==> src/rtl/mux_pkg.sv <==
// Geometry helpers shared by the pipelined mux tree: tree depth, stage count,
// levels folded into each stage and lane slice offsets.
package mux_pkg;

    function automatic int clog2(input int n);
        int r;
        r = 0;
        for (int p = 1; p < n; p = p * 2) begin
            r++;
        end
        return r;
    endfunction

    function automatic int num_stages(input int d, input int lps);
        return (d + lps - 1) / lps;
    endfunction

    // The last stage folds whatever levels remain, which may be fewer than lps.
    function automatic int stage_levels(input int d, input int lps, input int k);
        int rem;
        rem = d - k * lps;
        return (rem < lps) ? rem : lps;
    endfunction

    function automatic int lane_lo(input int lane, input int w);
        return lane * w;
    endfunction

endpackage

==> src/rtl/mux_tree_stage.sv <==
// One pipeline slice of the mux tree: a few radix-2 levels driven by the low
// select bits, followed by a valid/ready register carrying the unused select bits.
module mux_tree_stage
    import mux_pkg::*;
#(
    parameter  int LANES_IN  = 4,
    parameter  int LPS       = 2,
    parameter  int W         = 1,
    localparam int SEL_IN_W  = clog2(LANES_IN),
    localparam int LVL       = (LPS < SEL_IN_W) ? LPS : SEL_IN_W,
    localparam int LANES_OUT = LANES_IN >> LVL,
    localparam int SEL_OUT_W = (SEL_IN_W > LVL) ? SEL_IN_W - LVL : 1
) (
    input  logic                    clk,
    input  logic                    rst,
    input  logic                    up_valid,
    output logic                    up_ready,
    input  logic [LANES_IN*W-1:0]   up_data,
    input  logic [SEL_IN_W-1:0]     up_sel,
    input  logic                    up_err,
    output logic                    dn_valid,
    input  logic                    dn_ready,
    output logic [LANES_OUT*W-1:0]  dn_data,
    output logic [SEL_OUT_W-1:0]    dn_sel,
    output logic                    dn_err
);

    logic                  advance;
    logic [LANES_IN*W-1:0] tree;
    logic [SEL_OUT_W-1:0]  sel_rest;

    // Reduce in place: the winner of pair (2m, 2m+1) lands in lane m, which is
    // never read again at that level, so the low LANES_OUT lanes end up as the result.
    always_comb begin
        tree = up_data;
        for (int j = 0; j < LVL; j++) begin
            for (int m = 0; m < (LANES_IN >> (j + 1)); m++) begin
                tree[lane_lo(m, W) +: W] = up_sel[j] ? tree[lane_lo(2 * m + 1, W) +: W]
                                                     : tree[lane_lo(2 * m, W) +: W];
            end
        end
    end

    if (SEL_IN_W > LVL) begin : g_sel_rest
        assign sel_rest = up_sel[SEL_IN_W-1:LVL];
    end else begin : g_sel_done
        assign sel_rest = '0;
    end

    assign advance  = !dn_valid || dn_ready;
    assign up_ready = advance;

    always_ff @(posedge clk or posedge rst) begin
        if (rst) begin
            dn_valid <= 1'b0;
            dn_data  <= '0;
            dn_sel   <= '0;
            dn_err   <= 1'b0;
        end else if (advance) begin
            dn_valid <= up_valid;
            if (up_valid) begin
                dn_data <= tree[LANES_OUT*W-1:0];
                dn_sel  <= sel_rest;
                dn_err  <= up_err;
            end
        end
    end

endmodule

==> src/rtl/mux_tree_pipe.sv <==
// Pipelined N_IN:1 mux of W-bit lanes: zero-pads to a power of two, flags
// out-of-range selects and chains one register slice per LPS tree levels.
module mux_tree_pipe
    import mux_pkg::*;
#(
    parameter  int N_IN  = 64,
    parameter  int W     = 1,
    parameter  int LPS   = 2,
    localparam int SEL_W = clog2(N_IN)
) (
    input  logic              clk,
    input  logic              rst,
    input  logic              in_valid,
    output logic              in_ready,
    input  logic [SEL_W-1:0]  sel,
    input  logic [N_IN*W-1:0] in,
    output logic              out_valid,
    input  logic              out_ready,
    output logic [W-1:0]      out,
    output logic              sel_err
);

    localparam int D     = SEL_W;
    localparam int N_PAD = 1 << D;
    localparam int S     = num_stages(D, LPS);

    logic               err_in;
    logic [N_PAD*W-1:0] lanes;

    // A bad select sends an all-zero lane vector down the tree so out reads 0.
    always_comb begin
        err_in = (int'(sel) >= N_IN);
        lanes  = '0;
        if (!err_in) begin
            lanes[N_IN*W-1:0] = in;
        end
    end

    for (genvar k = 0; k < S; k++) begin : g_stage
        localparam int SIW       = D - k * LPS;
        localparam int LANES_IN  = 1 << SIW;
        localparam int LVL       = stage_levels(D, LPS, k);
        localparam int LANES_OUT = LANES_IN >> LVL;
        localparam int SOW       = (SIW > LVL) ? SIW - LVL : 1;

        logic                   up_valid;
        logic                   up_ready;
        logic                   up_err;
        logic [LANES_IN*W-1:0]  up_data;
        logic [SIW-1:0]         up_sel;
        logic                   dn_valid;
        logic                   dn_ready;
        logic                   dn_err;
        logic [LANES_OUT*W-1:0] dn_data;
        logic [SOW-1:0]         dn_sel;

        if (k == 0) begin : g_head
            assign up_valid = in_valid;
            assign up_data  = lanes;
            assign up_sel   = sel;
            assign up_err   = err_in;
            assign in_ready = up_ready;
        end else begin : g_link
            assign up_valid = g_stage[k-1].dn_valid;
            assign up_data  = g_stage[k-1].dn_data;
            assign up_sel   = g_stage[k-1].dn_sel;
            assign up_err   = g_stage[k-1].dn_err;
        end

        // The final slice has consumed every select bit; its leftover is a constant 0.
        if (k == S - 1) begin : g_tail
            logic unused_sel;
            assign unused_sel = ^dn_sel;
            assign dn_ready   = out_ready;
            assign out_valid  = dn_valid;
            assign out        = dn_data;
            assign sel_err    = dn_err;
        end else begin : g_mid
            assign dn_ready = g_stage[k+1].up_ready;
        end

        mux_tree_stage #(
            .LANES_IN (LANES_IN),
            .LPS      (LPS),
            .W        (W)
        ) u_stage (
            .clk      (clk),
            .rst      (rst),
            .up_valid (up_valid),
            .up_ready (up_ready),
            .up_data  (up_data),
            .up_sel   (up_sel),
            .up_err   (up_err),
            .dn_valid (dn_valid),
            .dn_ready (dn_ready),
            .dn_data  (dn_data),
            .dn_sel   (dn_sel),
            .dn_err   (dn_err)
        );
    end

endmodule

==> config.mk <==
export PLATFORM = sky130hd
export DESIGN_NAME = mux_tree_pipe
export DESIGN_NICKNAME = d
export VERILOG_FILES = /design/src/rtl/mux_pkg.sv /design/src/rtl/mux_tree_stage.sv /design/src/rtl/mux_tree_pipe.sv
export SDC_FILE = /design/constraint.sdc
export NUM_CORES = 1
export LEC_CHECK = 0
export ABC_CLOCK_PERIOD_IN_PS = 1800
export CAP_MARGIN = 0
export CORE_MARGIN = 4
export CORE_UTILIZATION = 59
export DETAILED_ROUTE_END_ITERATION = 7
export DONT_BUFFER_PORTS = 1
export PLACE_DENSITY_LB_ADDON = 0.15
export RECOVER_POWER = 100
export SKIP_LAST_GASP = 1
export SYNTH_ARGS = -nofsm -noshare
export SYNTH_HDL_FRONTEND = slang
export SYNTH_SLANG_ARGS = --single-unit
==> constraint.sdc <==
create_clock -name clk -period 1.8 [get_ports clk]
set_input_delay 0.36 -clock clk [delete_from_list [all_inputs] [get_ports clk]]
set_output_delay 0.36 -clock clk [all_outputs]
set_load 0.03 [all_outputs]
==> results of run 1 <==
flip-flops by register name, indices dropped and copies added, names as in the netlist:
name,flops
g_stage.u_stage.dn_sel,6
g_stage.u_stage.dn_valid,3
g_stage.u_stage.dn_data,21
synthesized netlist by cell type, drive strengths merged:
cell type	instances	area share [%]
dfrtp	30	45
mux2	27	18
mux4	21	30
buf	6	3.2
nand2b	4	1.5
nand2	3	0.68
clkbuf	1	0.22
conb	1	0.22
inv	1	0.22
nand3b	1	0.45
nand4b	1	0.53
worst paths after layout:
check                                                   start                        endpoint
worst max-delay path              g_stage[2].u_stage.dn_valid                        in_ready
worst min-delay path                                 in_valid     g_stage[0].u_stage.dn_valid
worst max register to register    g_stage[2].u_stage.dn_valid  g_stage[0].u_stage.dn_data[14]
worst min register to register  g_stage[1].u_stage.dn_data[2]   g_stage[1].u_stage.dn_data[2]
max in group asynchronous                                 rst     g_stage[2].u_stage.dn_valid
min in group asynchronous                                 rst    g_stage[1].u_stage.dn_sel[1]
final cells by class:
cell class,count,area [um^2]
Clock buffer,7,55.05
Clock inverter,1,5.005
Fill cell,191,993.5
Inverter,1,3.754
Multi-Input combinational cell,58,855.8
Sequential cell,30,752.0
Tap cell,31,38.79
Timing Repair Buffer,4,30.03
cell families (layout without fill, tap and decap cells):
family | count (synthesis) | count (layout) | share of synthesized area (%)
simple gates | 9 | 9 | 3.151
other cells | 1 | 1 | 0.2248
buf+inv | 8 | 13 | 3.675
mux | 48 | 48 | 47.94
flops | 30 | 30 | 45.01
worst max-delay path, cell delays in order (launching register included):
cell	delay (ns)
dfrtp_2	0.49
nand4b_1	0.16
buf_4	0.20
per-layer routing:
layer / up-vias / global-route usage (%)
met3: 5 / 8.386
met5: - / 0
li1: 393 / -
met4: 0 / 6.502
met2: 52 / 25.38
met1: 433 / 20.89
where the power goes:
part	internal [mW]	switching, mW
sequential	0.829	0.123
combinational	0.265	0.0985
clock	0.189	0.223
total	1.28	0.445
per-stage QoR:
stage                     power [mW]  cell area, um^2  cells  util, %
after CTS                      1.748             1743    132    63.75
after global placement         1.318             1673    123    61.19
after detailed placement       1.336             1673    123    61.19
after global routing           1.833             1740    132    63.66
final                          1.727             1740    132    63.66
after floorplan                1.282             1669     96        -
==> Flow_metrics.wiki, run 1 <==
{| class="wikitable"
! Metric !! Value
|-
| Setup Total Neg Slack || 0 ns
|-
| Effective utilization at floorplan || 61.01%
|-
| Initial antenna violation count || 0
|-
| Syn avg cell area || 17.37 um^2
|-
| Cell variety after synth || 15
|-
| Ratio of cells with drive above 1 in the final layout || 52.48%
|-
| DRT met1 WL || 1.090 mm
|-
| Worst Hold Margin || 0.1400 ns
|-
| Clock tree buffer depth || 2
|-
| Max Fanout on Critical Path || 4
|-
| Via count of the first global-routing pass || 919
|-
| Number of max-cap violations || 0
|-
| Clock root buffer || clkbuf_4
|-
| Port Buffer Count || 0
|-
| Power per cell area || 992.3 nW/um^2
|-
| Routability Congestion || 0.6936
|-
| Via count || 883
|-
| Total DRC errors in the routed layout || 0
|-
| Average vias per placed instance || 6.689
|-
| Wire length of the first global-routing pass || 4.333 mm
|-
| Synth Warn # || 0
|-
| Run status || completed
|-
| Skew final || 0.007708 ns
|-
| Yosys reg bits || 30
|-
| H-tree level count || 2
|-
| Achievable clock frequency || 652.2 MHz
|-
| Final critical path time including I/O delays and setup || 1.533 ns
|-
| Min-delay worst type || primary input to flip-flop
|-
| Worst slew margin relative to its limit || 52.86%
|-
| Ports || 78
|-
| Worst setup slack after layout || 0.2668 ns
|-
| Die width || 61.17 um
|-
| Post-Route WL || 2.849 mm
|-
| Largest net degree at the start of global routing || 31
|-
| Number of endpoints with negative hold slack in the final report || 0
|-
| Worst reg2reg path depth || 4
|-
| Hold_buf cts || 1
|-
| Commonest cells after routing, fill and taps aside || 29 x dfrtp_1, 27 x mux2_2, 15 x mux4_2, 6 x mux4_1, 5 x clkbuf_4
|-
| Number of buffers inserted during clock tree synthesis || 5
|-
| Clock transition at the registers of the reported paths || 0.09 ns
|-
| Clock tree from TritonCTS || yes
|-
| Number of violations reported at the end of detailed-routing iteration 0 || 24
|-
| # Post-CTS Setup Buffers || 0
|-
| Ant diodes || 0
|-
| Number of search-and-repair iterations in the first detailed-routing pass || 3
|-
| Net count after synthesis || 170
|-
| CP arrival || 1.17 ns
|-
| Die height || 61.17 um
|-
| Cell area after synthesis || 1668 um^2
|-
| Crit share post-route || 85.18%
|-
| Number of max-slew violations in the final report || 0
|-
| DIE AREA || 3742 um^2
|-
| Sum of overflow across all layers after global routing || 0
|-
| Startpoint class of the critical path || flip-flop
|-
| Worst hold stages || 1
|-
| Slew at the pin with the worst max-slew slack || 0.7071 ns
|-
| Row count || 19
|-
| Leakage power of the design || 0.6986 nW
|-
| Cell count after synthesis || 96
|-
| Required time of the critical path || 1.44 ns
|-
| Area of the placeable core || 2734 um^2
|-
| Post-detailed-route count of antenna-violating nets || 0
|-
| Post-Place Worst Slack || 0.3238 ns
|-
| Met2 routed wirelength || 1.405 mm
|-
| HPWL Detailed || 2.193 mm
|-
| Layout overhead on the synthesized area || 4.351%
|-
| Setup repair after global routing missed its margin || no
|-
| Category of the critical setup timing path || flip-flop to output pin
|-
| Worst supply voltage drop on vdd || 0.7644 mV
|-
| Total GRT Usage || 16.84%
|-
| # clock sinks || 30
|-
| Wire per inst || 21.58 um
|-
| Flop2flop setup slack || 0.30 ns
|-
| Commonest non-fill, non-tap cell in the layout || dfrtp_1
|-
| Crit path capture type || output pin
|-
| Final-report setup violation count || 0
|-
| Resize count post-CTS || 0
|-
| Insertion delay of the later-clocked pin in the worst-skew pair || 0.33 ns
|-
| Top Metal Used || met4
|-
| Sum of met3 wire segment lengths after detailed routing || 299 um
|-
| Nets || 174
|-
| Sequential-to-total area share from yosys stat || 45.01%
|}
(Power assumes the default switching activity.)
==> inputs of run 2 (changes only) <==
CTS_BUF_LIST = sky130_fd_sc_hd__clkbuf_4 sky130_fd_sc_hd__clkbuf_8   (was not set)
==> Flow_metrics.wiki, run 2 (same netlist as run 1, synthesis figures left out) <==
{| class="wikitable"
! Metric !! Value
|-
| Run status || completed (unchanged)
|-
| Commonest non-fill, non-tap cell in the layout || dfrtp_1 (unchanged)
|-
| Effective utilization at floorplan || 61.01% (unchanged)
|-
| Flip-flop count of the largest register after layout || 21 (unchanged)
|-
| Achievable clock frequency || 652.8 MHz (was 652.2 MHz)
|-
| Fill cell total of the finished layout || 189 (was 191)
|-
| Startpoint class of the critical path || flip-flop (unchanged)
|-
| Setup Total Neg Slack || 0 ns (unchanged)
|-
| Leakage power of the design || 0.7020 nW (was 0.6986 nW)
|-
| Cell chain of the critical path || nand4b_1, buf_4 (unchanged)
|-
| Power per cell area || 997.6 nW/um^2 (was 992.3 nW/um^2)
|-
| Average vias per placed instance || 6.697 (was 6.689)
|-
| Total DRC errors in the routed layout || 0 (unchanged)
|-
| Number of buffers inserted during clock tree synthesis || 5 (unchanged)
|-
| Wire per inst || 21.49 um (was 21.58 um)
|-
| Number of search-and-repair iterations in the first detailed-routing pass || 3 (unchanged)
|-
| Registers with the most flip-flops || g_stage.u_stage.dn_data x21, g_stage.u_stage.dn_sel x6, g_stage.u_stage.dn_valid x3 (unchanged)
|-
| Die height || 61.17 um (unchanged)
|-
| Number of violations reported at the end of detailed-routing iteration 0 || 18 (was 24)
|-
| Ports || 78 (unchanged)
|-
| Row count || 19 (unchanged)
|-
| Slew at the pin with the worst max-slew slack || 0.7104 ns (was 0.7071 ns)
|-
| CP Buf/Inv Count || 1 (unchanged)
|-
| HPWL Detailed || 2.193 mm (unchanged)
|-
| Clock tree from TritonCTS || yes (unchanged)
|-
| Crit share post-route || 85.10% (was 85.18%)
|-
| Post-Route WL || 2.837 mm (was 2.849 mm)
|-
| Resize count post-CTS || 0 (unchanged)
|-
| Clock root buffer || clkbuf_4 (unchanged)
|-
| Via count || 884 (was 883)
|-
| Largest net degree at the start of global routing || 31 (unchanged)
|-
| Clock transition at the registers of the reported paths || 0.09 ns (about the same)
|-
| Ant diodes || 0 (unchanged)
|-
| Category of the critical setup timing path || flip-flop to output pin (unchanged)
|-
| Via count of the first global-routing pass || 918 (was 919)
|-
| CP arrival || 1.17 ns (about the same)
|-
| Die width || 61.17 um (unchanged)
|-
| Layout overhead on the synthesized area || 4.576% (was 4.351%)
|-
| Most flops, register || g_stage.u_stage.dn_data (unchanged)
|-
| DIE AREA || 3742 um^2 (unchanged)
|-
| Final-report setup violation count || 0 (unchanged)
|-
| Insertion delay of the later-clocked pin in the worst-skew pair || 0.33 ns (about the same)
|-
| Ratio of cells with drive above 1 in the final layout || 53.47% (was 52.48%)
|-
| Cell with the largest stage delay on the worst path || dfrtp_2 (unchanged)
|-
| Port Buffer Count || 0 (unchanged)
|-
| Number of max-slew violations in the final report || 0 (unchanged)
|-
| Total GRT Usage || 16.81% (was 16.84%)
|-
| Post-Route Utilization || 63.80% (was 63.66%)
|-
| Worst slew margin relative to its limit || 52.64% (was 52.86%)
|-
| Sum of overflow across all layers after global routing || 0 (unchanged)
|-
| Min-delay worst type || primary input to flip-flop (unchanged)
|-
| Nets || 174 (unchanged)
|-
| Crit-path leading delay family || flip-flops (unchanged)
|-
| Worst supply voltage drop on vdd || 0.7646 mV (was 0.7644 mV)
|-
| # clock sinks || 30 (unchanged)
|-
| Number of endpoints with negative hold slack in the final report || 0 (unchanged)
|-
| Overall power consumption || 1.740 mW (was 1.727 mW)
|-
| H-tree level count || 2 (unchanged)
|-
| Crit path capture type || output pin (unchanged)
|-
| Required time of the critical path || 1.44 ns (about the same)
|-
| Clock tree buffer depth || 2 (unchanged)
|-
| Area of the placeable core || 2734 um^2 (unchanged)
|-
| Hold_buf cts || 1 (unchanged)
|-
| Post-detailed-route count of antenna-violating nets || 0 (unchanged)
|-
| Max stage delay on crit path || 0.49 ns (about the same)
|-
| # Post-CTS Setup Buffers || 0 (unchanged)
|-
| Commonest cells after routing, fill and taps aside || 29 x dfrtp_1, 27 x mux2_2, 15 x mux4_2, 6 x mux4_1, 6 x clkbuf_4 (was 29 x dfrtp_1, 27 x mux2_2, 15 x mux4_2, 6 x mux4_1, 5 x clkbuf_4)
|-
| Setup repair after global routing missed its margin || no (unchanged)
|-
| Final critical path time including I/O delays and setup || 1.532 ns (was 1.533 ns)
|-
| Initial antenna violation count || 0 (unchanged)
|-
| Max Fanout on Critical Path || 4 (unchanged)
|-
| Routability Congestion || 0.6936 (unchanged)
|-
| Wire length of the first global-routing pass || 4.319 mm (was 4.333 mm)
|-
| Skew final || 0.007621 ns (was 0.007708 ns)
|-
| Number of max-cap violations || 0 (unchanged)
|}
==> run 2: cell types whose count changed in the layout (fill, tap and decap cells not counted) <==
cell,before,now
clkbuf_4,5,6
clkbuf_1,1,0
==> run 2: path summary, 6_finish.rpt <==
kind,startpoint,endpoint,slack (ns),depth (start not counted)
setup / recovery,g_stage[2].u_stage.dn_valid,in_ready,0.27,2
setup reg to reg,g_stage[2].u_stage.dn_valid,g_stage[0].u_stage.dn_data[6],0.30,4
max in group asynchronous,rst,g_stage[2].u_stage.dn_valid,0.64,3
hold / removal,in_valid,g_stage[0].u_stage.dn_valid,0.14,1
min in group asynchronous,rst,g_stage[1].u_stage.dn_sel[1],0.66,3
hold reg to reg,g_stage[1].u_stage.dn_data[2],g_stage[1].u_stage.dn_data[2],0.51,1
==> run 2: power breakdown <==
group | switching (mW) | leakage (nW) | internal, mW
registers | 0.122 | 0.346 | 0.829
logic | 0.0979 | 0.317 | 0.264
clock network | 0.222 | 0.0387 | 0.204
==> run 2: layer usage <==
layer	track usage, %	wire (um)	up-vias
met1	20.78	1088	436
met4	6.502	53	0
met2	25.38	1391	52
li1	-	-	391
met3	8.386	304	5
met5	0	0	-
==> run 2: layout make-up <==
cell class / instances / area [um^2] / share of cell area [%]
multi-input cells: 58 / 855.8 / 49.07
flip-flops and latches: 30 / 752.0 / 43.11
clock buffers: 7 / 58.81 / 3.372
well taps: 31 / 38.79 / 2.224
repair buffers: 4 / 30.03 / 1.722
clock inverters: 1 / 5.005 / 0.2869
inverters: 1 / 3.754 / 0.2152
==> run 2: through the flow <==
| step | hold slack, ns | cell area, um^2 | std cells | setup WS, ns |
|---|---|---|---|---|
| floorplan | 0.4507 | 1669 | 96 | 0.07633 |
| global placement | 0.3425 | 1673 | 123 | 0.3582 |
| detailed placement | 0.3476 | 1673 | 123 | 0.3238 |
| CTS | 0.1302 | 1747 | 132 | 0.2554 |
| global route | 0.1281 | 1744 | 132 | 0.1643 |
| finish | 0.1412 | 1744 | 132 | 0.2682 |
==> inputs of run 3 (changes only) <==
ABC_CLOCK_PERIOD_IN_PS = not set   (was 1800)
MAX_ROUTING_LAYER = met4   (was not set)
==> Flow_metrics.wiki, run 3 (same netlist as run 1, synthesis figures left out) <==
{| class="wikitable"
! Metric !! Value
|-
| Run status || completed (unchanged)
|-
| CP arrival || 1.17 ns (about the same)
|-
| Nets || 174 (unchanged)
|-
| Average vias per placed instance || 6.750 (was 6.697)
|-
| Area post-placement || 1673 um^2 (unchanged)
|-
| Switching Power || 442.2 uW (was 442.4 uW)
|-
| Insertion delay of the later-clocked pin in the worst-skew pair || 0.32 ns (was 0.33 ns)
|-
| Number of max-cap violations || 0 (unchanged)
|-
| Port Buffer Count || 0 (unchanged)
|-
| Largest net degree at the start of global routing || 31 (unchanged)
|-
| Flip-flop count of the largest register after layout || 21 (unchanged)
|-
| Achievable clock frequency || 652.9 MHz (was 652.8 MHz)
|-
| Crit share post-route || 85.09% (was 85.10%)
|-
| Registers with the most flip-flops || g_stage.u_stage.dn_data x21, g_stage.u_stage.dn_sel x6, g_stage.u_stage.dn_valid x3 (unchanged)
|-
| Total DRC errors in the routed layout || 0 (unchanged)
|-
| Final-report setup violation count || 0 (unchanged)
|-
| Post-Route WL || 2.842 mm (was 2.837 mm)
|-
| Worst supply voltage drop on vdd || 0.7656 mV (was 0.7646 mV)
|-
| Power per cell area || 997.5 nW/um^2 (was 997.6 nW/um^2)
|-
| Via count || 891 (was 884)
|-
| Switching part of the total || 25.42% (was 25.43%)
|-
| Ratio of cells with drive above 1 in the final layout || 53.47% (unchanged)
|-
| Max Fanout on Critical Path || 4 (unchanged)
|-
| Worst slew margin relative to its limit || 52.78% (was 52.64%)
|-
| Clock power frac || 24.4% (was 24.5%)
|-
| Routability Congestion || 0.7011 (was 0.6936)
|-
| Skew final || 0.007217 ns (was 0.007621 ns)
|-
| Slew at the pin with the worst max-slew slack || 0.7082 ns (was 0.7104 ns)
|-
| Initial antenna violation count || 0 (unchanged)
|-
| Final critical path time including I/O delays and setup || 1.532 ns (about the same)
|-
| Min-delay worst type || primary input to flip-flop (unchanged)
|-
| Crit path capture type || output pin (unchanged)
|-
| Ports || 78 (unchanged)
|-
| Post-Place Worst Slack || 0.3238 ns (unchanged)
|-
| Number of search-and-repair iterations in the first detailed-routing pass || 2 (was 3)
|-
| Number of buffers inserted during clock tree synthesis || 5 (unchanged)
|-
| Commonest cells after routing, fill and taps aside || 29 x dfrtp_1, 27 x mux2_2, 15 x mux4_2, 6 x mux4_1, 6 x clkbuf_4 (unchanged)
|-
| H-tree level count || 2 (unchanged)
|-
| Sequential share of power || 54.7% (about the same)
|-
| Number of violations reported at the end of detailed-routing iteration 0 || 17 (was 18)
|-
| Worst setup slack after layout || 0.2684 ns (was 0.2682 ns)
|-
| Total GRT Usage || 17.30% (was 16.81%)
|-
| Required time of the critical path || 1.44 ns (about the same)
|-
| Category of the critical setup timing path || flip-flop to output pin (unchanged)
|-
| Ant diodes || 0 (unchanged)
|-
| Final non-filler cell area || 1744 um^2 (unchanged)
|-
| Post-detailed-route count of antenna-violating nets || 0 (unchanged)
|-
| Setup repair after global routing missed its margin || no (unchanged)
|-
| Most flops, register || g_stage.u_stage.dn_data (unchanged)
|-
| Area of the placeable core || 2734 um^2 (unchanged)
|-
| Commonest non-fill, non-tap cell in the layout || dfrtp_1 (unchanged)
|-
| Wire length of the first global-routing pass || 4.326 mm (was 4.319 mm)
|-
| Clock transition at the registers of the reported paths || 0.09 ns (about the same)
|-
| Row count || 19 (unchanged)
|-
| Clock tree buffer depth || 2 (unchanged)
|-
| Logic gate share of total power || 20.9% (was 20.8%)
|-
| Clock tree from TritonCTS || yes (unchanged)
|-
| Startpoint class of the critical path || flip-flop (unchanged)
|-
| # clock sinks || 30 (unchanged)
|-
| Number of endpoints with negative hold slack in the final report || 0 (unchanged)
|-
| Leakage power of the design || 0.7020 nW (unchanged)
|-
| Wire per inst || 21.53 um (was 21.49 um)
|-
| Via count of the first global-routing pass || 924 (was 918)
|-
| Clock root buffer || clkbuf_4 (unchanged)
|-
| Effective utilization at floorplan || 61.01% (unchanged)
|-
| Sum of overflow across all layers after global routing || 0 (unchanged)
|-
| Die width || 61.17 um (unchanged)
|-
| Layout overhead on the synthesized area || 4.576% (unchanged)
|-
| Resize count post-CTS || 0 (unchanged)
|-
| Number of max-slew violations in the final report || 0 (unchanged)
|-
| Die height || 61.17 um (unchanged)
|-
| HPWL Detailed || 2.193 mm (unchanged)
|-
| Setup Total Neg Slack || 0 ns (unchanged)
|-
| DIE AREA || 3742 um^2 (unchanged)
|-
| Internal power contribution || 1.298 mW (about the same)
|}
## run 3: cell counts in the layout (fill, tap and decap cells not counted)
No cell type changed its count.
## run 3: through the flow
step / power, mW / instances / utilization [%] / hold slack [ns]
4_1_cts: 1.765 / 132 / 63.89 / 0.1302
3_3_place_gp: 1.318 / 123 / 61.19 / 0.3425
5_1_grt: 1.844 / 132 / 63.80 / 0.1281
6_report: 1.740 / 132 / 63.80 / 0.1419
3_5_place_dp: 1.336 / 123 / 61.19 / 0.3476
2_1_floorplan: 1.282 / 96 / - / 0.4507
## run 3: what timing repair did
item	CTS	global route
buffers inserted	0	0
endpoints found under the hold margin	30	0
hold buffers	1	0
## run 3: path summary, 6_finish.rpt
check | cells after the start | from | slack, ns | end
max | 2 | g_stage[2].u_stage.dn_valid | 0.27 | in_ready
min | 1 | in_valid | 0.14 | g_stage[0].u_stage.dn_valid
max reg2reg | 4 | g_stage[2].u_stage.dn_valid | 0.30 | g_stage[0].u_stage.dn_data[14]
min reg2reg | 1 | g_stage[1].u_stage.dn_data[2] | 0.51 | g_stage[1].u_stage.dn_data[2]
max in group asynchronous | 3 | rst | 0.64 | g_stage[2].u_stage.dn_valid
min in group asynchronous | 3 | rst | 0.66 | g_stage[0].u_stage.dn_sel[3]
## run 3: cell type report
cell class / instances / area [um^2]
Fill cell: 189 / 989.7
Timing Repair Buffer: 4 / 30.03
Tap cell: 31 / 38.79
Clock inverter: 1 / 5.005
Multi-Input combinational cell: 58 / 855.8
Inverter: 1 / 3.754
Sequential cell: 30 / 752.0
Clock buffer: 7 / 58.81
## run 3: per-layer routing
metal,vias to the layer above,global-route usage [%],part of all wire [%]
met5,-,-,0
li1,394,-,-
met4,0,6.502,1.9
met2,52,25.68,49
met3,6,7.547,9.5
met1,439,20.92,39
## run 3: critical path, cell delays in order, from the launching register on
cell	delay [ns]
dfrtp_2	0.49
nand4b_1	0.16
buf_4	0.20
## run 3: power by group through the flow
stage                     logic, mW  clock network, mW  registers, mW
after floorplan               0.353                  0          0.930
after global placement        0.358                  0          0.960
after detailed placement      0.367                  0          0.969
after CTS                     0.370              0.442          0.953
after global routing          0.395              0.477          0.972
final                         0.363              0.425          0.951
